===== src/rtl/mdio_phy_responder_if.sv =====
// MDIO pad-side bundle between a Clause 22 management master and a PHY target.
//   mdc : management clock, master -> PHY
//   mdi : MDIO pad value as seen by the PHY, master -> PHY
//   mdo : value the PHY drives onto the pad, PHY -> master
//   mdt : PHY pad tristate control, 1 = released, 0 = driving mdo
interface mdio_phy_responder_if;
    logic mdc;
    logic mdi;
    logic mdo;
    logic mdt;

    modport master (output mdc, output mdi, input mdo, input mdt);
    modport slave  (input mdc, input mdi, output mdo, output mdt);
endinterface


===== src/rtl/mdio_phy_responder.sv =====
// MDIO Clause 22 PHY-side responder. Decodes management frames sampled on
// rising mdc edges (after synchronization into clk) and answers reads.
// Serves the PHY ID registers plus a 4-entry extended bank that is reached
// indirectly through the 0x1E (pointer) / 0x1F (data) register pair.
//   clk        : system clock
//   rst        : synchronous active-high reset
//   mdio       : slave modport (mdc, mdi in; mdo, mdt out)
//   ext_regs   : {A003,A002,A001,A000}
//   ext_wr     : one-clk pulse when an extended register is written
//   ext_wr_idx : index of the written register, valid with ext_wr
//
// state | meaning
// IDLE  | counting preamble ones, waiting for ST bit 0
// ST1   | expecting ST bit 1
// OP0   | first opcode bit
// OP1   | second opcode bit, reject 00/11
// PHY   | shifting PHYAD
// REG   | shifting REGAD, address match and read-data load on last bit
// TA1   | turnaround bit 1 (pad still released)
// TA2   | turnaround bit 2 (PHY drives 0 on a read)
// DATA  | 16 data bits, D15 first; write commit on D0
module mdio_phy_responder #(
    parameter logic [4:0]  PHYAD    = 5'b00001,
    parameter int          PRE_MIN  = 32,
    parameter logic [15:0] PHYID1   = 16'h001C,
    parameter logic [15:0] PHYID2   = 16'hC916,
    parameter logic [63:0] EXT_INIT = 64'h0
) (
    input  logic                  clk,
    input  logic                  rst,
    mdio_phy_responder_if.slave   mdio,
    output logic [63:0]           ext_regs,
    output logic                  ext_wr,
    output logic [1:0]            ext_wr_idx
);
    localparam int PW = $clog2(PRE_MIN + 1);

    typedef enum logic [3:0] {
        S_IDLE, S_ST1, S_OP0, S_OP1, S_PHY, S_REG, S_TA1, S_TA2, S_DATA
    } state_t;

    state_t        state_q;
    logic          mdc_s1_q, mdc_s2_q, mdc_s3_q;
    logic          mdi_s1_q, mdi_s2_q;
    logic          rise_q, bit_q;
    logic [PW-1:0] pre_cnt_q;
    logic [3:0]    bit_cnt_q;
    logic [1:0]    op_q;
    logic [4:0]    phy_q, reg_q;
    logic [15:0]   sh_q, ptr_q;
    logic [63:0]   ext_q;
    logic          ext_wr_q;
    logic [1:0]    ext_wr_idx_q;
    logic          mdo_q, mdt_q;

    logic [4:0]    regad_d;
    logic [15:0]   wdata_d;
    logic [15:0]   rdata_d;
    logic          ptr_ok;

    // REGAD and write data including the bit sampled on the current rise
    assign regad_d = {reg_q[3:0], bit_q};
    assign wdata_d = {sh_q[14:0], bit_q};
    // 0xA000..0xA003 share the upper 14 bits 0x2800
    assign ptr_ok  = (ptr_q[15:2] == 14'h2800);

    always_comb begin
        rdata_d = 16'h0000;
        case (regad_d)
            5'h02:   rdata_d = PHYID1;
            5'h03:   rdata_d = PHYID2;
            5'h1E:   rdata_d = ptr_q;
            5'h1F:   rdata_d = ptr_ok ? ext_q[{ptr_q[1:0], 4'b0000} +: 16] : 16'h0000;
            default: rdata_d = 16'h0000;
        endcase
    end

    always_ff @(posedge clk) begin
        if (rst) begin
            state_q      <= S_IDLE;
            mdc_s1_q     <= 1'b0;
            mdc_s2_q     <= 1'b0;
            mdc_s3_q     <= 1'b0;
            mdi_s1_q     <= 1'b0;
            mdi_s2_q     <= 1'b0;
            rise_q       <= 1'b0;
            bit_q        <= 1'b0;
            pre_cnt_q    <= '0;
            bit_cnt_q    <= 4'd0;
            op_q         <= 2'b00;
            phy_q        <= 5'd0;
            reg_q        <= 5'd0;
            sh_q         <= 16'h0000;
            ptr_q        <= 16'h0000;
            ext_q        <= EXT_INIT;
            ext_wr_q     <= 1'b0;
            ext_wr_idx_q <= 2'd0;
            mdo_q        <= 1'b0;
            mdt_q        <= 1'b1;
        end else begin
            mdc_s1_q <= mdio.mdc;
            mdc_s2_q <= mdc_s1_q;
            mdc_s3_q <= mdc_s2_q;
            mdi_s1_q <= mdio.mdi;
            mdi_s2_q <= mdi_s1_q;
            // registered edge detect; bit_q is the mdi value aligned with it
            rise_q   <= mdc_s2_q & ~mdc_s3_q;
            bit_q    <= mdi_s2_q;
            ext_wr_q <= 1'b0;

            if (rise_q) begin
                unique case (state_q)
                    S_IDLE: begin
                        if (bit_q) begin
                            if (pre_cnt_q != PW'(PRE_MIN))
                                pre_cnt_q <= pre_cnt_q + 1'b1;
                        end else begin
                            if (pre_cnt_q == PW'(PRE_MIN))
                                state_q <= S_ST1;
                            pre_cnt_q <= '0;
                        end
                    end
                    S_ST1: state_q <= bit_q ? S_OP0 : S_IDLE;
                    S_OP0: begin
                        op_q[1] <= bit_q;
                        state_q <= S_OP1;
                    end
                    S_OP1: begin
                        op_q[0]   <= bit_q;
                        bit_cnt_q <= 4'd0;
                        state_q   <= (op_q[1] != bit_q) ? S_PHY : S_IDLE;
                    end
                    S_PHY: begin
                        phy_q     <= {phy_q[3:0], bit_q};
                        bit_cnt_q <= bit_cnt_q + 4'd1;
                        if (bit_cnt_q == 4'd4) begin
                            bit_cnt_q <= 4'd0;
                            state_q   <= S_REG;
                        end
                    end
                    S_REG: begin
                        reg_q     <= regad_d;
                        bit_cnt_q <= bit_cnt_q + 4'd1;
                        if (bit_cnt_q == 4'd4) begin
                            bit_cnt_q <= 4'd0;
                            if (phy_q != PHYAD) begin
                                state_q <= S_IDLE;
                            end else begin
                                if (op_q[1])
                                    sh_q <= rdata_d;
                                state_q <= S_TA1;
                            end
                        end
                    end
                    S_TA1: begin
                        if (op_q[1]) begin
                            mdt_q <= 1'b0;
                            mdo_q <= 1'b0;
                        end
                        state_q <= S_TA2;
                    end
                    S_TA2: begin
                        if (op_q[1]) begin
                            mdo_q <= sh_q[15];
                            sh_q  <= {sh_q[14:0], 1'b0};
                        end
                        bit_cnt_q <= 4'd0;
                        state_q   <= S_DATA;
                    end
                    S_DATA: begin
                        bit_cnt_q <= bit_cnt_q + 4'd1;
                        if (op_q[1]) begin
                            if (bit_cnt_q == 4'd15) begin
                                mdt_q <= 1'b1;
                                mdo_q <= 1'b0;
                            end else begin
                                mdo_q <= sh_q[15];
                                sh_q  <= {sh_q[14:0], 1'b0};
                            end
                        end else begin
                            sh_q <= wdata_d;
                            if (bit_cnt_q == 4'd15) begin
                                if (reg_q == 5'h1E) begin
                                    ptr_q <= wdata_d;
                                end else if (reg_q == 5'h1F && ptr_ok) begin
                                    ext_q[{ptr_q[1:0], 4'b0000} +: 16] <= wdata_d;
                                    ext_wr_q     <= 1'b1;
                                    ext_wr_idx_q <= ptr_q[1:0];
                                end
                            end
                        end
                        if (bit_cnt_q == 4'd15)
                            state_q <= S_IDLE;
                    end
                    default: state_q <= S_IDLE;
                endcase
            end
        end
    end

    assign mdio.mdo   = mdo_q;
    assign mdio.mdt   = mdt_q;
    assign ext_regs   = ext_q;
    assign ext_wr     = ext_wr_q;
    assign ext_wr_idx = ext_wr_idx_q;
endmodule

===== src/flat_wrapper.sv =====
// flat-port wrapper written by rule: the top's interface ports become plain ports
module mdio_phy_responder_flat 
#(
    parameter logic [4:0]  PHYAD    = 5'b00001,
    parameter int          PRE_MIN  = 32,
    parameter logic [15:0] PHYID1   = 16'h001C,
    parameter logic [15:0] PHYID2   = 16'hC916,
    parameter logic [63:0] EXT_INIT = 64'h0
)
  (clk, rst, ext_regs, ext_wr, ext_wr_idx, mdio_mdc, mdio_mdi, mdio_mdo, mdio_mdt);
  mdio_phy_responder_if mdio_i ();
  input  logic clk;
  input  logic rst;
  output logic [63:0] ext_regs;
  output logic ext_wr;
  output logic [1:0] ext_wr_idx;
  input wire logic [$bits(mdio_i.mdc)-1:0] mdio_mdc;
  input wire logic [$bits(mdio_i.mdi)-1:0] mdio_mdi;
  output wire logic [$bits(mdio_i.mdo)-1:0] mdio_mdo;
  output wire logic [$bits(mdio_i.mdt)-1:0] mdio_mdt;
  assign mdio_i.mdc = mdio_mdc;
  assign mdio_i.mdi = mdio_mdi;
  assign mdio_mdo = mdio_i.mdo;
  assign mdio_mdt = mdio_i.mdt;
  mdio_phy_responder #(.PHYAD(PHYAD), .PRE_MIN(PRE_MIN), .PHYID1(PHYID1), .PHYID2(PHYID2), .EXT_INIT(EXT_INIT)) u_core (.clk(clk), .rst(rst), .mdio(mdio_i), .ext_regs(ext_regs), .ext_wr(ext_wr), .ext_wr_idx(ext_wr_idx));
endmodule

===== config.mk =====
export PLATFORM = sky130hd
export DESIGN_NAME = mdio_phy_responder_flat
export DESIGN_NICKNAME = d
export VERILOG_FILES = /design/src/rtl/mdio_phy_responder_if.sv /design/src/rtl/mdio_phy_responder.sv /design/src/flat_wrapper.sv
export SDC_FILE = /design/constraint.sdc
export NUM_CORES = 1
export LEC_CHECK = 0
export BUFFER_PORTS_ARGS = -buffer_cell sky130_fd_sc_hd__buf_2
export CAP_MARGIN = 20
export CORE_MARGIN = 2
export CORE_UTILIZATION = 40
export DETAILED_ROUTE_END_ITERATION = 12
export GPL_ROUTABILITY_DRIVEN = 0
export GPL_TIMING_DRIVEN = 1
export SLEW_MARGIN = 20
export SYNTH_ARGS = -nofsm -noshare
export SYNTH_HDL_FRONTEND = slang
export SYNTH_SLANG_ARGS = --single-unit

===== constraint.sdc =====
create_clock -name clk -period 4.95 [get_ports clk]
set_input_delay 0.99 -clock clk [delete_from_list [all_inputs] [get_ports clk]]
set_output_delay 0.99 -clock clk [all_outputs]
set_load 0.005 [all_outputs]

== Word level (Yosys, flattened, before mapping) ==
Index checks and enable logic that the tools add are counted.

* Input port bits: 4
* Register bits after elaboration: 133
* Output and inout bits: 69

* Muxes and demuxes: 32
* Bitwise gates (word level): 7
* Shifts and indexed selects: 3
* Reductions and logical operators: 20
* $add $sub $neg: 3
* Equality and inequality tests: 33

{| class="wikitable"
|+ Operators by type and width
! cell !! count
|-
| 16-bit 2-to-1 mux || 7
|-
| 64-bit bitwise mux || 1
|-
| 16-bit one-hot mux with 4 select lines || 1
|-
| 16-bit by 8-bit variable shift with 64-bit output (first input constant) || 1
|-
| 16-bit by 8-bit indexed part select with 64-bit output || 1
|-
| 64-bit by 7-bit indexed part select with 16-bit output || 1
|-
| 16-bit one-hot mux with 3 select lines || 1
|-
| 4-bit one-hot mux with 9 select lines || 1
|-
| 4-bit 2-to-1 mux || 6
|-
| 4-bit by 3-bit equality test with 1-bit output (second input constant) || 5
|-
| 5-bit equality test (second input constant) || 4
|-
| 2-bit by 1-bit inequality test with 1-bit output (second input constant) || 8
|-
| 5-bit AND reduction || 3
|-
| 14-bit equality test (second input constant) || 1
|-
| 6-bit 2-to-1 mux || 2
|-
| 4-bit one-hot mux with 3 select lines || 1
|-
| 6-bit AND reduction || 2
|-
| 5-bit by 2-bit equality test with 1-bit output (second input constant) || 2
|-
| 3-bit nonzero test || 3
|-
| 4-bit by 2-bit equality test with 1-bit output (second input constant) || 2
|-
| 4-bit equality test (second input constant) || 2
|-
| 6-bit negation with 8-bit output || 1
|-
| 2-bit AND reduction || 4
|-
| 1-bit 2-to-1 mux || 7
|-
| 22 further kinds || 31
|}

== Logic depth before layout (Yosys ltp) ==
* Depth after elaboration: 7
* Gate-level depth with buffers: 8
* Depth with buffers taken out: 7

== Worst setup path after synthesis ==
OpenSTA, ideal clock, no wires.

* Path kind: reg2reg
* Start: register u_core.ptr_q[0]
* End: register u_core.ext_q[10], in the netlist u_core.ext_regs[10]
* Data required time: 4,880 ps
* Path slack: 2,521 ps
* Buffers on the path: 2
* Period minus slack after synthesis: 2,429 ps
* Arrival time: 2,359 ps
* Setup time: 70 ps
* Stages on the path, launching flop included: 8
* Cells stage by stage: dfxtp_1 -> buf_1 -> inv_1 -> ha_1 -> nor3b_1 -> clkbuf_1 -> nand3_1 -> a21oi_1

* Longest elaborated chain between the ends: 3

{| class="wikitable"
|+ Ends and longest elaborated chain
! item !! line !! text
|-
| from (decl) || mdio_phy_responder.sv:50 || <nowiki>logic [15:0] sh_q, ptr_q;</nowiki>
|-
| from (signal assigned) || mdio_phy_responder.sv:184 || <nowiki>ptr_q <= wdata_d;</nowiki>
|-
| 6-bit negation with 8-bit output * || mdio_phy_responder.sv:186 || <nowiki>ext_q[{ptr_q[1:0], 4'b0000} +: 16] <= wdata_d;</nowiki>
|-
| 16-bit by 8-bit indexed part select with 64-bit output / 16-bit by 8-bit variable shift with 64-bit output (equally long branches) || mdio_phy_responder.sv:186 ||
|-
| 64-bit bitwise mux * || mdio_phy_responder.sv:186 ||
|-
| to (signal, indexed assignment) || mdio_phy_responder.sv:186 ||
|-
| to (decl) || mdio_phy_responder.sv:51 || <nowiki>logic [63:0] ext_q;</nowiki>
|}

Every way passes the cells marked *; elsewhere a longest branch is shown, timed or not.
A chain may end at the register's enable or synchronous reset.

== Final worst setup path ==
* Start: register u_core.ptr_q[3]
* End: register u_core.sh_q[3]

* Longest elaborated chain between the ends: 7

{| class="wikitable"
|+ Ends and longest elaborated chain
! item !! line !! text
|-
| 14-bit equality test || mdio_phy_responder.sv:65 || <nowiki>assign ptr_ok = (ptr_q[15:2] == 14'h2800);</nowiki>
|-
| 16-bit 2-to-1 mux || mdio_phy_responder.sv:73 || <nowiki>5'h1F: rdata_d = ptr_ok ? ext_q[{ptr_q[1:0], 4'b0000} +: 16] : 16'h0000;</nowiki>
|-
| 16-bit one-hot mux with 4 select lines * || mdio_phy_responder.sv:69 || <nowiki>case (regad_d)</nowiki>
|-
| 16-bit 2-to-1 mux * || mdio_phy_responder.sv:149 || <nowiki>if (op_q[1])</nowiki>
|-
| 16-bit 2-to-1 mux * || mdio_phy_responder.sv:146 || <nowiki>if (phy_q != PHYAD) begin</nowiki>
|-
| 16-bit 2-to-1 mux * || mdio_phy_responder.sv:144 || <nowiki>if (bit_cnt_q == 4'd4) begin</nowiki>
|-
| 16-bit one-hot mux with 3 select lines * || mdio_phy_responder.sv:112 || <nowiki>unique case (state_q)</nowiki>
|-
| to (signal assigned) || mdio_phy_responder.sv:150 || <nowiki>sh_q <= rdata_d;</nowiki>
|-
| to (signal assigned) || mdio_phy_responder.sv:165 || <nowiki>sh_q <= {sh_q[14:0], 1'b0};</nowiki>
|-
| to (signal assigned) || mdio_phy_responder.sv:178 || <nowiki>sh_q <= {sh_q[14:0], 1'b0};</nowiki>
|-
| to (decl) || mdio_phy_responder.sv:50 ||
|}

Every way passes the cells marked *; elsewhere a longest branch is shown, timed or not. The select of a mux whose other input is x is not followed.

==> results.py <==
metrics = {
    "grt": {
        "grt_max_degree": 96,
        "grt_pass1_wl_um": 27670,
        "antenna_found_initial": 0,
        "overflow": 0,
        "track_usage_pct": 21.28,
        "grt_pass1_vias": 5271,
    },
    "sta": {
        "post-route-min-period_ps": 3124,
        "fin_hold_ws_ps": 381.5,
        "slew_viol_final": 0,
        "hold_violations": 0,
        "fmax_ghz": 0.3201,
        "worst_pin_slew_ps": 1071,
        "skew_ps": 10.36,
        "rsz0062_at_grt": "no",
        "min_period_over_period_pct": 63.11,
        "final.setup.tns_ps": 0,
        "slew_headroom_pct": 28.08,
        "setup_violations": 0,
    },
    "placement": {
        "dp_hpwl_um": 11050,
        "portBuffers": 72,
    },
    "power_and_ir_drop": {
        "leakagePower_nw": 2.560,
        "vdd_ir_drop_max_uv": 214.6,
        "powerDensity_mw_per_mm2": 326.9,
    },
    "detailed_routing": {
        "drt_wl_total_um": 16800,
        "wl_per_cell_um": 17.57,
        "highest_layer": "met4",
        "route.detailed.drc": 0,
        "drt_first_pass_iters": 6,
        "first_iter_violations": 428,
        "wl_met1_um": 7635,
        "num_vias": 5483,
        "viasPerCell": 5.735,
        "wl_met3_um": 860,
        "antenna_left": 0,
        "dr_wl_met2_um": 8086,
    },
    "floorplanning": {
        "io_pins": 73,
        "fp.coreArea_mm2": 0.01509,
        "die-area_mm2": 0.01638,
        "dieHeight_um": 128.0,
        "start_util_pct": 40.74,
        "rows": 45,
        "die_x_um": 128.0,
    },
    "synthesis": {
        "synth_cell_types": 50,
        "async_flop_share_pct": 0,
        "ys_ff_latch": 133,
        "synth_cells": 705,
        "netlist_area_mm2": 0.006147,
        "synth_edf_count": 0,
        "yosysTopAreaCell": "dfxtp_1",
        "yosysSeqAreaShare_pct": 43.31,
        "ys_dominant_reg_cell": "dfxtp_1",
        "synth_nets": 719,
        "netlist_top_cells_area": "dfxtp_1, a21oi_1, nand2b_1",
        "syn_area_per_cell_um2": 8.719,
        "synth_top_area_share_pct": 43.31,
        "yosysWarnings": 0,
    },
    "cts": {
        "cts_resized": 0,
        "hold_buffers": 0,
        "cts_made_buffers": 17,
        "clk_latency_ps": 420,
        "root_buffer": "clkbuf_16",
        "cts_tree": "yes",
        "cts_buffer_depth": 2,
        "cts_sinks": 133,
        "cts_htree_levels": 4,
        "path_clk_slew_ps": 60,
        "cts_setup_buffers": 0,
    },
    "min_path": {
        "hold_class": "register to register",
    },
    "setup_path": {
        "worst_setup_path_end_kind": "register",
        "arrival_ps": 3440,
        "crit_fanout": 16,
        "critPathKind": "register to register",
        "critPathLaunchType": "register",
        "required_ps": 5270,
    },
    "final_layout": {
        "ff_latch_area_mm2": 0.002663,
        "nFillCells": 1419,
        "antenna_cells": 0,
        "multi_input_area_mm2": 0.003276,
        "syn_to_final_growth_pct": 18.50,
        "finalNetCount": 769,
        "layout-drive-gt1-share_pct": 18.62,
    },
    "outcome": {
        "status": "completed",
    },
    "flow_run": {
        "cap_violations": 0,
    },
}
## worst paths after layout
check / cells after the start / endpoint / startpoint / slack, ps
max: 5 / u_core.sh_q[3] / u_core.ptr_q[3] / 1830
min: 1 / u_core.rise_q / u_core.mdc_s3_q / 380
max reg2reg: 5 / u_core.sh_q[3] / u_core.ptr_q[3] / 1830
min reg2reg: 1 / u_core.rise_q / u_core.mdc_s3_q / 380
## final cells by class
type	instances	area share [%]
sequential	133	36.55
inverter	17	0.8760
timing repair buffer	83	6.115
clock buffer	20	6.132
clock inverter	12	2.130
multi-input combinational	503	44.97
tap	188	3.229
## worst max-delay path, cell delays in order, from the launching register on
cell and delay, ps:
dfxtp_1 310, or4_1 500, or4_1 670, nor4_4 1020, a221oi_1 200, a211oi_1 310
## flip-flops by register name, indices dropped and copies added (netlist names), 2 cells and up
register	flops
u_core.ext_wr_idx	2
u_core.state_q	4
u_core.ptr_q	16
u_core.bit_cnt_q	4
u_core.reg_q	5
u_core.phy_q	5
u_core.sh_q	16
u_core.ext_regs	64
u_core.pre_cnt_q	6
## layout by cell type (no fill, tap or decap), types with 8 or more instances in the layout
cell,n
a211oi_1,18
a222oi_1,8
buf_4,12
dfxtp_1,133
buf_2,71
nor2b_1,12
a221oi_1,8
nand2_1,56
nor2_1,44
clkbuf_16,17
nand3_1,75
mux4_2,16
o21ai_0,8
ha_1,10
a21oi_1,102
nand2b_1,70
inv_1,17
mux2i_1,8
## cells by family after synthesis
logic type      after synthesis  share of synthesized area [%]
flops                       133                          43.31
mux                          24                          7.165
xor+xnor                      4                         0.5700
simple gates                304                          26.58
fa+ha+maj                    10                          2.035
buf+inv                      69                          4.519
compound gates              161                          15.82
## metal layers
| metal | vias to the layer above | track usage (%) |
|---|---|---|
| li1 | 2622 | - |
| met5 | - | 0 |
| met3 | 19 | 5.342 |
| met1 | 2671 | 28.06 |
| met2 | 171 | 34.51 |
| met4 | 0 | 6.529 |
## synthesized netlist by cell type (2+ instances only)
cell and number:
nor3b_1 7, nand3_1 75, mux2i_1 8, and3b_1 2, nand2b_1 70, or3_1 4, mux4_2 16, a311oi_1 2
nand2_1 56, a222oi_1 8, and3_1 2, nand4_1 4, o21ai_0 8, nor4_2 4, nor4_1 4, dfxtp_1 133
xor2_1 2, xnor2_1 2, o31ai_1 3, a22oi_1 3, o32ai_1 2, or4_1 2, buf_2 9, nor4b_1 2
ha_1 10, nor2b_1 12, a211oi_1 18, and2_1 4, inv_1 17, a221oi_1 8, clkbuf_1 41, nor3_1 4
nor2_1 45, a21oi_1 102
## through the flow
step | area [um^2] | std cells | power, mW | utilization [%] | setup WS (ps)
floorplan | 6147 | 705 | 1.117 | - | 2521
global placement | 6674 | 924 | 1.124 | 44.23 | 1916
detailed placement | 6680 | 924 | 1.125 | 44.27 | 1816
CTS | 7282 | 956 | 2.391 | 48.26 | 1854
global route | 7284 | 956 | 2.455 | 48.28 | 1520
finish | 7284 | 956 | 2.381 | 48.28 | 1826
## power breakdown
group | internal, mW | switching, mW
combinational | 0.00509 | 0.0206
sequential | 1.07 | 0.00240
clock | 0.804 | 0.476
(Power assumes the default switching activity.)
